`src/rtl/uart_rx_param_pkg.sv`:
```
// Shared definitions for the oversampling UART receiver: FSM encoding,
// parity-mode constants and the parameter sanity check used at elaboration.
package uart_rx_param_pkg;

    typedef enum logic [2:0] {
        ST_IDLE,
        ST_START,
        ST_DATA,
        ST_PARITY,
        ST_STOP,
        ST_BREAK
    } rx_state_t;

    localparam int PAR_NONE = 0;
    localparam int PAR_EVEN = 1;
    localparam int PAR_ODD  = 2;

    // The tick generator needs at least two clocks per oversample tick.
    function automatic bit rate_ok(input longint clk_freq, input longint baud,
                                   input longint oversample);
        return clk_freq >= 2 * baud * oversample;
    endfunction

endpackage

```
`src/rtl/uart_os_tick_gen.sv`:
```
// Fractional-accumulator tick generator: one-cycle tick at an average rate of
// RATE per second from a CLK_FREQ clock, with no long-term drift.
module uart_os_tick_gen
    import uart_rx_param_pkg::*;
#(
    parameter int CLK_FREQ = 15360000,
    parameter int RATE     = 4915200
) (
    input  logic clk,
    input  logic rst,
    output logic tick
);

    localparam int ACC_W = $clog2(CLK_FREQ) + 2;
    localparam logic [ACC_W-1:0] STEP = ACC_W'(RATE);
    localparam logic [ACC_W-1:0] WRAP = ACC_W'(CLK_FREQ);

    logic [ACC_W-1:0] acc_q, acc_d, sum;
    logic             tick_q, tick_d;

    always_comb begin
        sum    = acc_q + STEP;
        acc_d  = sum;
        tick_d = 1'b0;
        if (sum >= WRAP) begin
            acc_d  = sum - WRAP;
            tick_d = 1'b1;
        end
    end

    always_ff @(posedge clk or posedge rst) begin
        if (rst) begin
            acc_q  <= '0;
            tick_q <= 1'b0;
        end else begin
            acc_q  <= acc_d;
            tick_q <= tick_d;
        end
    end

    assign tick = tick_q;

endmodule

```
`src/rtl/uart_rx_param.sv`:
```
// Oversampling UART receiver with majority filter, parity/framing/break
// detection and idle-gap based end-of-packet signalling.
module uart_rx_param
    import uart_rx_param_pkg::*;
#(
    parameter int CLK_FREQ   = 15360000,
    parameter int BAUD       = 614400,
    parameter int OVERSAMPLE = 8,
    parameter int DATA_BITS  = 8,
    parameter int PARITY     = 0,
    parameter int STOP_BITS  = 1,
    parameter int GAP_BITS   = 2
) (
    input  logic                 clk,
    input  logic                 rst,
    input  logic                 rx,
    output logic [DATA_BITS-1:0] rx_data,
    output logic                 rx_valid,
    output logic                 parity_err,
    output logic                 frame_err,
    output logic                 break_det,
    output logic                 rx_idle,
    output logic                 rx_eop
);

    localparam int PH_W    = $clog2(OVERSAMPLE);
    localparam int HALF    = OVERSAMPLE / 2;
    localparam int GAP_MAX = GAP_BITS * OVERSAMPLE;
    localparam int GAP_W   = $clog2(GAP_MAX + 1);

    if (!rate_ok(CLK_FREQ, BAUD, OVERSAMPLE)) begin : g_bad_rate
        $error("uart_rx_param: CLK_FREQ must be at least 2*BAUD*OVERSAMPLE");
    end
    if ((OVERSAMPLE & (OVERSAMPLE - 1)) != 0 || OVERSAMPLE < 4 || OVERSAMPLE > 16 ||
        DATA_BITS < 5 || DATA_BITS > 9 || PARITY > PAR_ODD ||
        STOP_BITS < 1 || STOP_BITS > 2 || GAP_BITS < 1 || GAP_BITS > 15) begin : g_bad_param
        $error("uart_rx_param: parameter out of range");
    end

    logic tick;

    uart_os_tick_gen #(
        .CLK_FREQ (CLK_FREQ),
        .RATE     (BAUD * OVERSAMPLE)
    ) u_tick (
        .clk  (clk),
        .rst  (rst),
        .tick (tick)
    );

    rx_state_t            state_q, state_d;
    logic [1:0]           sync_q, sync_d;
    logic [1:0]           win_q, win_d;
    logic [PH_W-1:0]      ph_q, ph_d;
    logic [3:0]           bit_q, bit_d;
    logic [DATA_BITS-1:0] shreg_q, shreg_d;
    logic                 par_q, par_d;
    logic                 stop_q, stop_d;
    logic                 ferr_q, ferr_d;
    logic [GAP_W-1:0]     gap_q, gap_d;
    logic                 pend_q, pend_d;
    logic [DATA_BITS-1:0] rx_data_q, rx_data_d;
    logic                 rx_valid_q, rx_valid_d;
    logic                 parity_err_q, parity_err_d;
    logic                 frame_err_q, frame_err_d;
    logic                 break_q, break_d;
    logic                 eop_q, eop_d;
    logic                 rx_bit;
    logic                 bit_due;
    logic                 par_calc;

    // Majority of the newest synchronised sample and the two before it.
    assign rx_bit = (sync_q[1] & win_q[0]) | (sync_q[1] & win_q[1]) | (win_q[0] & win_q[1]);
    assign bit_due  = (ph_q == PH_W'(OVERSAMPLE - 1));
    assign par_calc = (^shreg_q) ^ par_q;

    always_comb begin
        state_d      = state_q;
        sync_d       = sync_q;
        win_d        = win_q;
        ph_d         = ph_q;
        bit_d        = bit_q;
        shreg_d      = shreg_q;
        par_d        = par_q;
        stop_d       = stop_q;
        ferr_d       = ferr_q;
        gap_d        = gap_q;
        pend_d       = pend_q;
        rx_data_d    = rx_data_q;
        rx_valid_d   = 1'b0;
        parity_err_d = 1'b0;
        frame_err_d  = 1'b0;
        break_d      = 1'b0;
        eop_d        = 1'b0;

        if (tick) begin
            sync_d = {sync_q[0], rx};
            win_d  = {win_q[0], sync_q[1]};
            ph_d   = ph_q + 1'b1;
            unique case (state_q)
                ST_IDLE: begin
                    if (!rx_bit) begin
                        state_d = ST_START;
                        ph_d    = '0;
                    end
                end
                ST_START: begin
                    if (ph_q == PH_W'(HALF - 1)) begin
                        ph_d    = '0;
                        bit_d   = '0;
                        par_d   = 1'b0;
                        state_d = rx_bit ? ST_IDLE : ST_DATA;
                    end
                end
                ST_DATA: begin
                    if (bit_due) begin
                        shreg_d = {rx_bit, shreg_q[DATA_BITS-1:1]};
                        bit_d   = bit_q + 1'b1;
                        if (bit_q == 4'(DATA_BITS - 1)) begin
                            state_d = (PARITY == PAR_NONE) ? ST_STOP : ST_PARITY;
                            stop_d  = 1'b0;
                            ferr_d  = 1'b0;
                        end
                    end
                end
                ST_PARITY: begin
                    if (bit_due) begin
                        par_d   = rx_bit;
                        state_d = ST_STOP;
                    end
                end
                ST_STOP: begin
                    if (bit_due) begin
                        if (!stop_q && !rx_bit && shreg_q == '0 && !par_q) begin
                            break_d = 1'b1;
                            ph_d    = '0;
                            state_d = ST_BREAK;
                        end else if (stop_q == 1'(STOP_BITS - 1)) begin
                            state_d      = ST_IDLE;
                            rx_valid_d   = 1'b1;
                            rx_data_d    = shreg_q;
                            frame_err_d  = ferr_q | ~rx_bit;
                            parity_err_d = (PARITY != PAR_NONE) &&
                                           (par_calc != (PARITY == PAR_ODD));
                        end else begin
                            stop_d = 1'b1;
                            ferr_d = ferr_q | ~rx_bit;
                        end
                    end
                end
                ST_BREAK: begin
                    // Leave only after a full bit-time of continuous mark.
                    if (!rx_bit) begin
                        ph_d = '0;
                    end else if (bit_due) begin
                        state_d = ST_IDLE;
                    end
                end
                default: state_d = ST_IDLE;
            endcase
        end

        if (state_q != ST_IDLE || state_d != ST_IDLE) begin
            gap_d = '0;
        end else if (tick && gap_q != GAP_W'(GAP_MAX)) begin
            gap_d = gap_q + 1'b1;
            if (gap_q == GAP_W'(GAP_MAX - 1) && pend_q) begin
                eop_d  = 1'b1;
                pend_d = 1'b0;
            end
        end

        if (rx_valid_d) begin
            pend_d = 1'b1;
        end
    end

    always_ff @(posedge clk or posedge rst) begin
        if (rst) begin
            state_q      <= ST_IDLE;
            sync_q       <= 2'b11;
            win_q        <= 2'b11;
            ph_q         <= '0;
            bit_q        <= '0;
            shreg_q      <= '0;
            par_q        <= 1'b0;
            stop_q       <= 1'b0;
            ferr_q       <= 1'b0;
            gap_q        <= GAP_W'(GAP_MAX);
            pend_q       <= 1'b0;
            rx_data_q    <= '0;
            rx_valid_q   <= 1'b0;
            parity_err_q <= 1'b0;
            frame_err_q  <= 1'b0;
            break_q      <= 1'b0;
            eop_q        <= 1'b0;
        end else begin
            state_q      <= state_d;
            sync_q       <= sync_d;
            win_q        <= win_d;
            ph_q         <= ph_d;
            bit_q        <= bit_d;
            shreg_q      <= shreg_d;
            par_q        <= par_d;
            stop_q       <= stop_d;
            ferr_q       <= ferr_d;
            gap_q        <= gap_d;
            pend_q       <= pend_d;
            rx_data_q    <= rx_data_d;
            rx_valid_q   <= rx_valid_d;
            parity_err_q <= parity_err_d;
            frame_err_q  <= frame_err_d;
            break_q      <= break_d;
            eop_q        <= eop_d;
        end
    end

    assign rx_data    = rx_data_q;
    assign rx_valid   = rx_valid_q;
    assign parity_err = parity_err_q;
    assign frame_err  = frame_err_q;
    assign break_det  = break_q;
    assign rx_idle    = (gap_q == GAP_W'(GAP_MAX));
    assign rx_eop     = eop_q;

endmodule

```
`config.mk`:
```
export PLATFORM = sky130hd
export DESIGN_NAME = uart_rx_param
export DESIGN_NICKNAME = d
export VERILOG_FILES = /design/src/rtl/uart_rx_param_pkg.sv /design/src/rtl/uart_os_tick_gen.sv /design/src/rtl/uart_rx_param.sv
export SDC_FILE = /design/constraint.sdc
export NUM_CORES = 1
export LEC_CHECK = 0
export ABC_AREA = 0
export BUFFER_PORTS_ARGS = -buffer_cell sky130_fd_sc_hd__buf_2
export CAP_MARGIN = 40
export CORE_MARGIN = 4
export CORE_UTILIZATION = 50
export CTS_CLUSTER_SIZE = 25
export DETAILED_ROUTE_END_ITERATION = 10
export PLACE_DENSITY = 0.74
export SLEW_MARGIN = 10
export SYNTH_ARGS = -nofsm -noshare
export SYNTH_HDL_FRONTEND = slang
export SYNTH_SLANG_ARGS = --single-unit
```
`constraint.sdc`:
```
create_clock -name clk -period 2.3 [get_ports clk]
set_clock_uncertainty 0.05 [all_clocks]
set_input_delay 0 -clock clk [delete_from_list [all_inputs] [get_ports clk]]
set_output_delay 0 -clock clk [all_outputs]
set_load 0.05 [all_outputs]
```
# Yosys cells after proc, flatten, opt, wreduce, memory -nomap -nowiden
# Index checks and enable logic that the tools add are counted.
# word_totals
ff_bits,70
in_bits,3
output_inout_bits,14
elab_cells,138
# classes
add_sub_neg,5
order_cmp,1
eq_ne,19
mux,59
bitwise,9
n_reduce_logical,27
# op_table
cell,n
$mux 3,15
$mux 1,32
$add 26x23->26 const B,1
$ge 26x24->1 const B,1
$mux 26,1
$sub 26x24->26 const B,1
$pmux 3 s6,1
$ne 2x2->1 const B,8
$reduce_bool 2->1,6
$mux 5,2
$eq 3x2->1 const B,3
$eq 3x3->1 const B,3
$pmux 3 s3,1
$logic_not 8->1,1
$mux 4,2
$pmux 4 s2,1
$reduce_and 4->1,2
$reduce_and 7->1,1
$pmux 1 s2,3
$reduce_and 3->1,2
$reduce_and 6->1,1
$reduce_bool 3->1,2
$add 5x1->5 const B,1
$eq 5x4->1 const B,1
16 further kinds,28

# Depth between registers and ports, before layout
# Gate-level depths: netlist of the first run.
# depth
depth_word,15
ltp_mapped,10
mapped_depth_nobuf,8

# Hierarchy
# A second synthesis of the first run with hierarchy kept.
# unflattened
hier_cells,298
hier_area_um2,3166.8
# modules_own_cells
module,instances,cells_each,area_each_um2
uart_rx_param,1,190,2123.3
uart_os_tick_gen,1,108,1043.5

# Least setup slack after synthesis of the first run
# OpenSTA, ideal clock, no wires.
# synth_timing
path_kind,register to register
startpoint,register u_tick.acc_q[16]
endpoint,register u_tick.acc_q[22]
setup_time_ns,0.125
arrival_time_ns,2.229
t_required_ns,2.125
setup_slack_ns,-0.104
stages_incl_launch_ff,10
n_path_buf,1
synth_period_minus_slack_ns,2.404
cell_sequence,dfrtp_1 > inv_2 > ha_1 > nor2b_4 > o211ai_4 > or3_1 > a221o_1 > buf_6 > a221o_2 > xnor2_1
# synth_between
elab_chain_len,3
word_cells_on_any_way,4
classes_between,add/sub: 2; order compare: 1; mux: 1
# synth_lines
element,line_no,source
start: declaration,uart_os_tick_gen.sv:18,"logic [ACC_W-1:0] acc_q, acc_d, sum;"
start signal: assignment,uart_os_tick_gen.sv:33,acc_q <= '0;
start signal: assignment,uart_os_tick_gen.sv:36,acc_q <= acc_d;
$add 26x23->26 (*),uart_os_tick_gen.sv:22,sum = acc_q + STEP;
$sub 26x24->26 or $ge 26x24->1 (tied branches),"uart_os_tick_gen.sv:26, uart_os_tick_gen.sv:25",
$mux 26 (*),uart_os_tick_gen.sv:25,if (sum >= WRAP) begin
net u_tick.acc_d[22],uart_os_tick_gen.sv:18,
# Mark *: on every way through the listed nets, which the timed path passes. The rest lies on a longest branch.
# A chain may end at the register's enable or synchronous reset.

# Final worst setup path of the first run
# layout_timing
startpoint,register u_tick.acc_q[16]
endpoint,register u_tick.acc_q[18]
# The elaborated chain is that of the path after synthesis.

==> results.json, run 1 <==
{
  "wire_length_of_the_first_global_routing_pass_mm": 10.9,
  "die_x_microns": 86.2,
  "timing.hold.ws_ns": 0.285,
  "timing.hold.worst.class": "input port to asynchronous set/reset pin",
  "routed_wl_mm": 6.36,
  "synth_enable_flop_cells": 0,
  "synth_top_cell_by_area": "sky130_fd_sc_hd__dfrtp_1",
  "drt_iter0_markers": 108,
  "detail_route.vias_per_cell": 5.67,
  "cts_sinks": 56,
  "cts_inserted_buffers": 5,
  "antenna_violating_nets_post_route": 0,
  "die_outline_area_sq_mm": 0.00744,
  "row_count": 28,
  "clock_power_share": 0.254,
  "dpl.cell_count": 392,
  "post-synth-top-area-fraction": 0.417,
  "cp.arrival_ns": 2.51,
  "failed_checks": "negative setup slack",
  "power.share.combinational": 0.242,
  "detail_route.drc_violations": 0,
  "critPathLaunch": "u_tick.acc_q[16]",
  "slew_headroom": 0.518,
  "timing.critical_path.fanout_max": 7,
  "via_count": 2301,
  "netlist_top_cells_area": "sky130_fd_sc_hd__dfrtp_1 (42%), sky130_fd_sc_hd__mux2_2 (7.7%), sky130_fd_sc_hd__ha_1 (4.9%)",
  "worst_r2r_path_depth": 8,
  "timing_worst_slew_pin_value_ns": 0.721,
  "postSynthNetCount": 310,
  "cts-htree-levels": 2,
  "design.final.nets": 345,
  "p_sw_frac": 0.342,
  "final_hold_viols": 0,
  "wl_per_cell_microns": 15.7,
  "design.core.area_sq_mm": 0.00592,
  "finalCoreUtilization": 0.601,
  "leakage_nw": 1.73,
  "groute.usage.overall": 0.181,
  "r2r_slack_ns": -0.05,
  "synthArstFlopShare": 1.00,
  "setup_crit_path_kind": "flip-flop to flip-flop",
  "postSynthCellCount": 295,
  "ioPinCount": 17,
  "cts_root_buf": "sky130_fd_sc_hd__clkbuf_8",
  "layout_min_cycle_time_ns": 2.35,
  "internal_power_w": 0.00149,
  "synth.cell_area_sq_mm": 0.00306,
  "synth_ff_type": "sky130_fd_sc_hd__dfrtp_1",
  "net-switching-power_w": 0.000777,
  "final_min_period_over_clock_period": 1.02,
  "report.final.setup_viol": 2,
  "rd_place_congestion": 0.906,
  "maximum_number_of_pins_on_one_net_before_global_route_repair": 36,
  "tritoncts": "built",
  "grt_setup_unrepaired": "yes",
  "post_route_cells_drive_above_1_share": 0.314,
  "initial_core_util": 0.517,
  "clock_latency_on_the_worst_skew_pair_ns": 0.32,
  "seqPwrFrac": 0.504,
  "final_critical_path_setup_slack_ns": -0.0450,
  "cp_data_required_time_ns": 2.47,
  "maxCapViolCount": 0,
  "num_antenna_cells": 0,
  "yosysSeqAreaShare": 0.460,
  "timing_max_transition_violations_final": 0,
  "die_h_microns": 86.2,
  "avgSynthCellArea_sq_um": 10.4,
  "critPathLaunchType": "flip-flop",
  "clk_pin_slew_worst_paths_ns": 0.11,
  "detailed_place_hpwl_mm": 4.49,
  "power.density_mw_per_mm2": 638,
  "yosys_register_bits": 56,
  "grt_overflow": 0,
  "worst_setup_slack_before_clock_tree_synthesis_ns": -0.0890,
  "endpoint_kind": "flip-flop",
  "vdd_drop_max_mv": 0.301,
  "totalNegativeSetupSlack_ns": -0.0894,
  "io_buffers": 15,
  "max_freq_ghz": 0.426,
  "regToRegStartpoint": "u_tick.acc_q[16]",
  "synth_cell_types": 57,
  "post_synthesis_to_final_layout_area_growth_pct": 16.4,
  "synthesis.yosys.warnings": 0,
  "grt_antenna_before_repair": 0,
  "first_global_vias": 2359,
  "outcome": "complete, but fails checks",
  "finalNonFillerCells": 406,
  "max-clock-path-buffers": 2,
  "first_pass_iters": 4
}
## synthesized netlist by cell type, drive strengths merged, types with 4 or more instances
cell type  count
a21o           6
a21oi         17
a31oi          5
buf            8
clkbuf         7
dfrtp         51
dfstp          5
ha            12
inv           16
mux2          21
nand2         16
nand2b         4
nand3          9
nand4          4
nor2          18
nor2b          4
nor3           7
o211ai         4
o21a           6
o21ai          9
xnor2         16
xor2           5
## final timing paths
check	end
min	shreg_q[1]
min reg2reg	pend_q
min in group clk	sync_q[0]
max in group asynchronous	gap_q[4]
max reg2reg	u_tick.acc_q[18]
max	u_tick.acc_q[18]
## cell families after synthesis
logic type | after synthesis | synth area share
simple gates | 80 | 0.136
compound gates | 70 | 0.164
flops | 56 | 0.460
buf+inv | 32 | 0.0458
mux | 22 | 0.0805
xor+xnor | 21 | 0.0601
fa+ha+maj | 13 | 0.0523
other cells | 1 | 0.00123
## sequential cells by signal, summed over array words and instances, names as in the netlist
name / count
sync_q: 2
break_det: 1
bit_q: 4
u_tick.acc_q: 13
gap_q: 5
shreg_q: 8
frame_err: 1
pend_q: 1
rx_eop: 1
u_tick.tick: 1
state_q: 3
rx_data: 8
win_q: 2
par_q: 1
rx_valid: 1
ferr_q: 1
ph_q: 3
## worst max-delay path: stages (launching register included)
cell                       delay (ns)
sky130_fd_sc_hd__dfrtp_1         0.37
sky130_fd_sc_hd__inv_2           0.07
sky130_fd_sc_hd__ha_4            0.17
sky130_fd_sc_hd__nor2b_4         0.15
sky130_fd_sc_hd__o211ai_4        0.11
sky130_fd_sc_hd__or3_4           0.35
sky130_fd_sc_hd__a221o_2         0.44
sky130_fd_sc_hd__a221o_2         0.39
sky130_fd_sc_hd__xnor2_1         0.13
## cells in the final DEF, fill, tap and decap left out, drive strengths merged, types with 4 or more instances in the layout
cell type / n
dfrtp: 51
buf: 41
mux2: 21
nor2: 18
inv: 18
a21oi: 17
nand2: 16
xnor2: 16
ha: 12
nand3: 9
o21ai: 9
nor3: 7
a21o: 6
o21a: 6
xor2: 5
a31oi: 5
clkbuf: 5
dfstp: 5
nand4: 4
nand2b: 4
o211ai: 4
nor2b: 4
## layer usage
metal,vias to the layer above,global-route usage,routed length (microns)
met2,33,0.314,3280
met4,0,0.0524,84
li1,1119,-,-
met5,-,0,0
met3,8,0.0361,191
met1,1141,0.229,2810
## power by group through the flow
stage | combinational, W | sequential [W] | clock [W]
2_1_floorplan | 0.000417 | 0.00111 | 0
6_report | 0.000549 | 0.00114 | 0.000578
4_1_cts | 0.000524 | 0.00114 | 0.000590
3_3_place_gp | 0.000498 | 0.00116 | 0
3_5_place_dp | 0.000518 | 0.00116 | 0
5_1_grt | 0.000614 | 0.00116 | 0.000633
## repair_timing
action                     in CTS  in global routing
setup endpoints to repair      16                 14
setup buffers                   3                  1
resized for setup               4                 15
pin swaps                       3                  0
hold endpoints to repair       34                  0
hold buffers                    2                  0
## stage by stage
step | power, W | area, sq um
after detailed placement | 0.00168 | 3340
after CTS | 0.00226 | 3490
after global routing | 0.00241 | 3560
final | 0.00227 | 3560
after floorplan | 0.00153 | 3080
after global placement | 0.00166 | 3340
## layout make-up
cell class              count  area [sq um]
clock buffers               5          68.8
clock inverters             3          25.0
fillers                   491          2360
inverters                  17          63.8
multi-input cells         207          1610
flip-flops and latches     56          1410
well taps                  75          93.8
repair buffers             43           294
Power figures use the tool's default switching activity.
==> inputs of run 2 (changes only) <==
--- a/config.mk
+++ b/config.mk
@@ -9,10 +9,10 @@
 export BUFFER_PORTS_ARGS = -buffer_cell sky130_fd_sc_hd__buf_2
 export CAP_MARGIN = 40
 export CORE_MARGIN = 4
-export CORE_UTILIZATION = 50
+export CORE_UTILIZATION = 55
 export CTS_CLUSTER_SIZE = 25
 export DETAILED_ROUTE_END_ITERATION = 10
-export PLACE_DENSITY = 0.74
+export PLACE_DENSITY = 0.8
 export SLEW_MARGIN = 10
 export SYNTH_ARGS = -nofsm -noshare
 export SYNTH_HDL_FRONTEND = slang
==> results.json, run 2 (synthesis gave the netlist of run 1 again) <==
{
  "outcome": "complete, but fails checks",
  "failed_checks": "negative setup slack",
  "via_count": 2327,
  "clock_latency_on_the_worst_skew_pair_ns": 0.31,
  "groute.usage.overall": 0.201,
  "cts-htree-levels": 2,
  "wl_per_cell_microns": 15.4,
  "max-clock-path-buffers": 2,
  "io_buffers": 15,
  "worst_r2r_path_depth": 8,
  "timing.hold.worst.class": "input port to asynchronous set/reset pin",
  "cts_root_buf": "sky130_fd_sc_hd__clkbuf_8",
  "largest_reg_flops": 13,
  "timing.critical_path.fanout_max": 6,
  "setup_crit_path_kind": "flip-flop to flip-flop",
  "filler_cell_count": 398,
  "totalNegativeSetupSlack_ns": -0.0450,
  "cts_inserted_buffers": 5,
  "die_outline_area_sq_mm": 0.00682,
  "timing.hold.ws_ns": 0.276,
  "design_power_total_w": 0.00227,
  "max_freq_ghz": 0.428,
  "detailed_place_hpwl_mm": 4.35,
  "cp_data_required_time_ns": 2.44,
  "grt_setup_unrepaired": "yes",
  "detail_route.vias_per_cell": 5.77,
  "crit-reg2reg-capture": "u_tick.acc_q[22]",
  "dpl-instance-area_sq_mm": 0.00336,
  "antenna_violating_nets_post_route": 0,
  "crit_end": "u_tick.acc_q[22]",
  "grt_overflow": 0,
  "endpoint_kind": "flip-flop",
  "clk_pin_slew_worst_paths_ns": 0.11,
  "timing_max_transition_violations_final": 0,
  "die_x_microns": 82.6,
  "final_hold_viols": 0,
  "wire_length_of_the_first_global_routing_pass_mm": 10.6,
  "die_h_microns": 82.6,
  "initial_core_util": 0.584,
  "layout_min_cycle_time_ns": 2.34,
  "vdd_drop_max_mv": 0.396,
  "report.final.setup_viol": 2,
  "cts_sinks": 56,
  "design.core.area_sq_mm": 0.00524,
  "final_critical_path_setup_slack_ns": -0.0375,
  "mostFrequentLayoutCell": "sky130_fd_sc_hd__dfrtp_1",
  "first_global_vias": 2312,
  "row_count": 26,
  "design.final.nets": 347,
  "final_min_period_over_clock_period": 1.02,
  "maximum_number_of_pins_on_one_net_before_global_route_repair": 28,
  "detail_route.drc_violations": 0,
  "ioPinCount": 17,
  "timing_worst_slew_pin_value_ns": 0.617,
  "largest_register_by_flop_count": "u_tick.acc_q",
  "most-common-layout-cells": "sky130_fd_sc_hd__dfrtp_1 (51), sky130_fd_sc_hd__buf_4 (28), sky130_fd_sc_hd__mux2_2 (21), sky130_fd_sc_hd__nor2_1 (16), sky130_fd_sc_hd__nand2_1 (16)",
  "post_route_cells_drive_above_1_share": 0.315,
  "grt_antenna_before_repair": 0,
  "num_antenna_cells": 0,
  "drt_iter0_markers": 131,
  "slew_headroom": 0.588,
  "tritoncts": "built",
  "final_area_sq_mm": 0.00357,
  "maxCapViolCount": 0,
  "power.density_mw_per_mm2": 637,
  "r2r_slack_ns": -0.04,
  "post_synthesis_to_final_layout_area_growth_pct": 16.7,
  "cp.arrival_ns": 2.48,
  "regToRegStartpoint": "u_tick.acc_q[16]",
  "critPathLaunch": "u_tick.acc_q[16]",
  "rd_place_congestion": 0.907,
  "first_pass_iters": 4,
  "routed_wl_mm": 6.20,
  "leakage_nw": 1.76,
  "critPathLaunchType": "flip-flop"
}
## run 2: worst min-delay path by stage
stage | start | endpoint | slack, ns | cells after the start
2_1_floorplan | rx | sync_q[0] | 0.10 | 1
3_3_place_gp | rst | u_tick.acc_q[24] | 0.06 | 2
3_5_place_dp | rst | u_tick.acc_q[24] | 0.06 | 2
4_1_cts | rst | rx_data[1] | 0.27 | 3
5_1_grt | rst | u_tick.acc_q[25] | 0.33 | 3
6_report | rst | bit_q[0] | 0.28 | 3
## run 2: routing by layer
layer,global-route usage,wire (microns),vias to the layer above
met4,0.0539,93,0
met3,0.0325,267,9
met2,0.350,3110,67
li1,-,-,1118
met5,0,0,-
met1,0.260,2730,1133
## run 2: through the flow
stage                util  setup slack, ns  std cells
floorplan               -          -0.0427        295
global placement    0.642           0.0581        391
detailed placement  0.642          -0.0604        391
CTS                 0.670          -0.0362        403
global route        0.682           -0.121        403
finish              0.682          -0.0375        403
## run 2: layout make-up
type / instances / area, sq um / area share
Tap cell: 70 / 87.6 / 0.0245
Multi-Input combinational cell: 207 / 1610 / 0.451
Inverter: 17 / 63.8 / 0.0179
Timing Repair Buffer: 45 / 305 / 0.0855
Sequential cell: 56 / 1410 / 0.394
Clock buffer: 5 / 68.8 / 0.0193
Clock inverter: 3 / 26.3 / 0.00736
## run 2: critical path, stage by stage (launching register included)
cell and delay, ns:
sky130_fd_sc_hd__dfrtp_1 0.38, sky130_fd_sc_hd__inv_2 0.07, sky130_fd_sc_hd__ha_4 0.17, sky130_fd_sc_hd__nor2b_4 0.15, sky130_fd_sc_hd__o211ai_4 0.11, sky130_fd_sc_hd__or3_4 0.35, sky130_fd_sc_hd__a221o_2 0.43, sky130_fd_sc_hd__a221o_2 0.38
sky130_fd_sc_hd__xnor2_1 0.13
## run 2: repair_timing
action	4_1_cts	5_1_grt
setup buffers	2	0
pin swaps	1	0
setup endpoints to repair	5	24
hold buffers	2	0
endpoints found under the hold margin	26	0
resized for setup	4	15
## run 2: power by group
group,internal [W],leakage (nW),switching [W]
clock,0.000222,0.0423,0.000332
combinational,0.000245,0.996,0.000330
sequential,0.00105,0.718,0.0000918
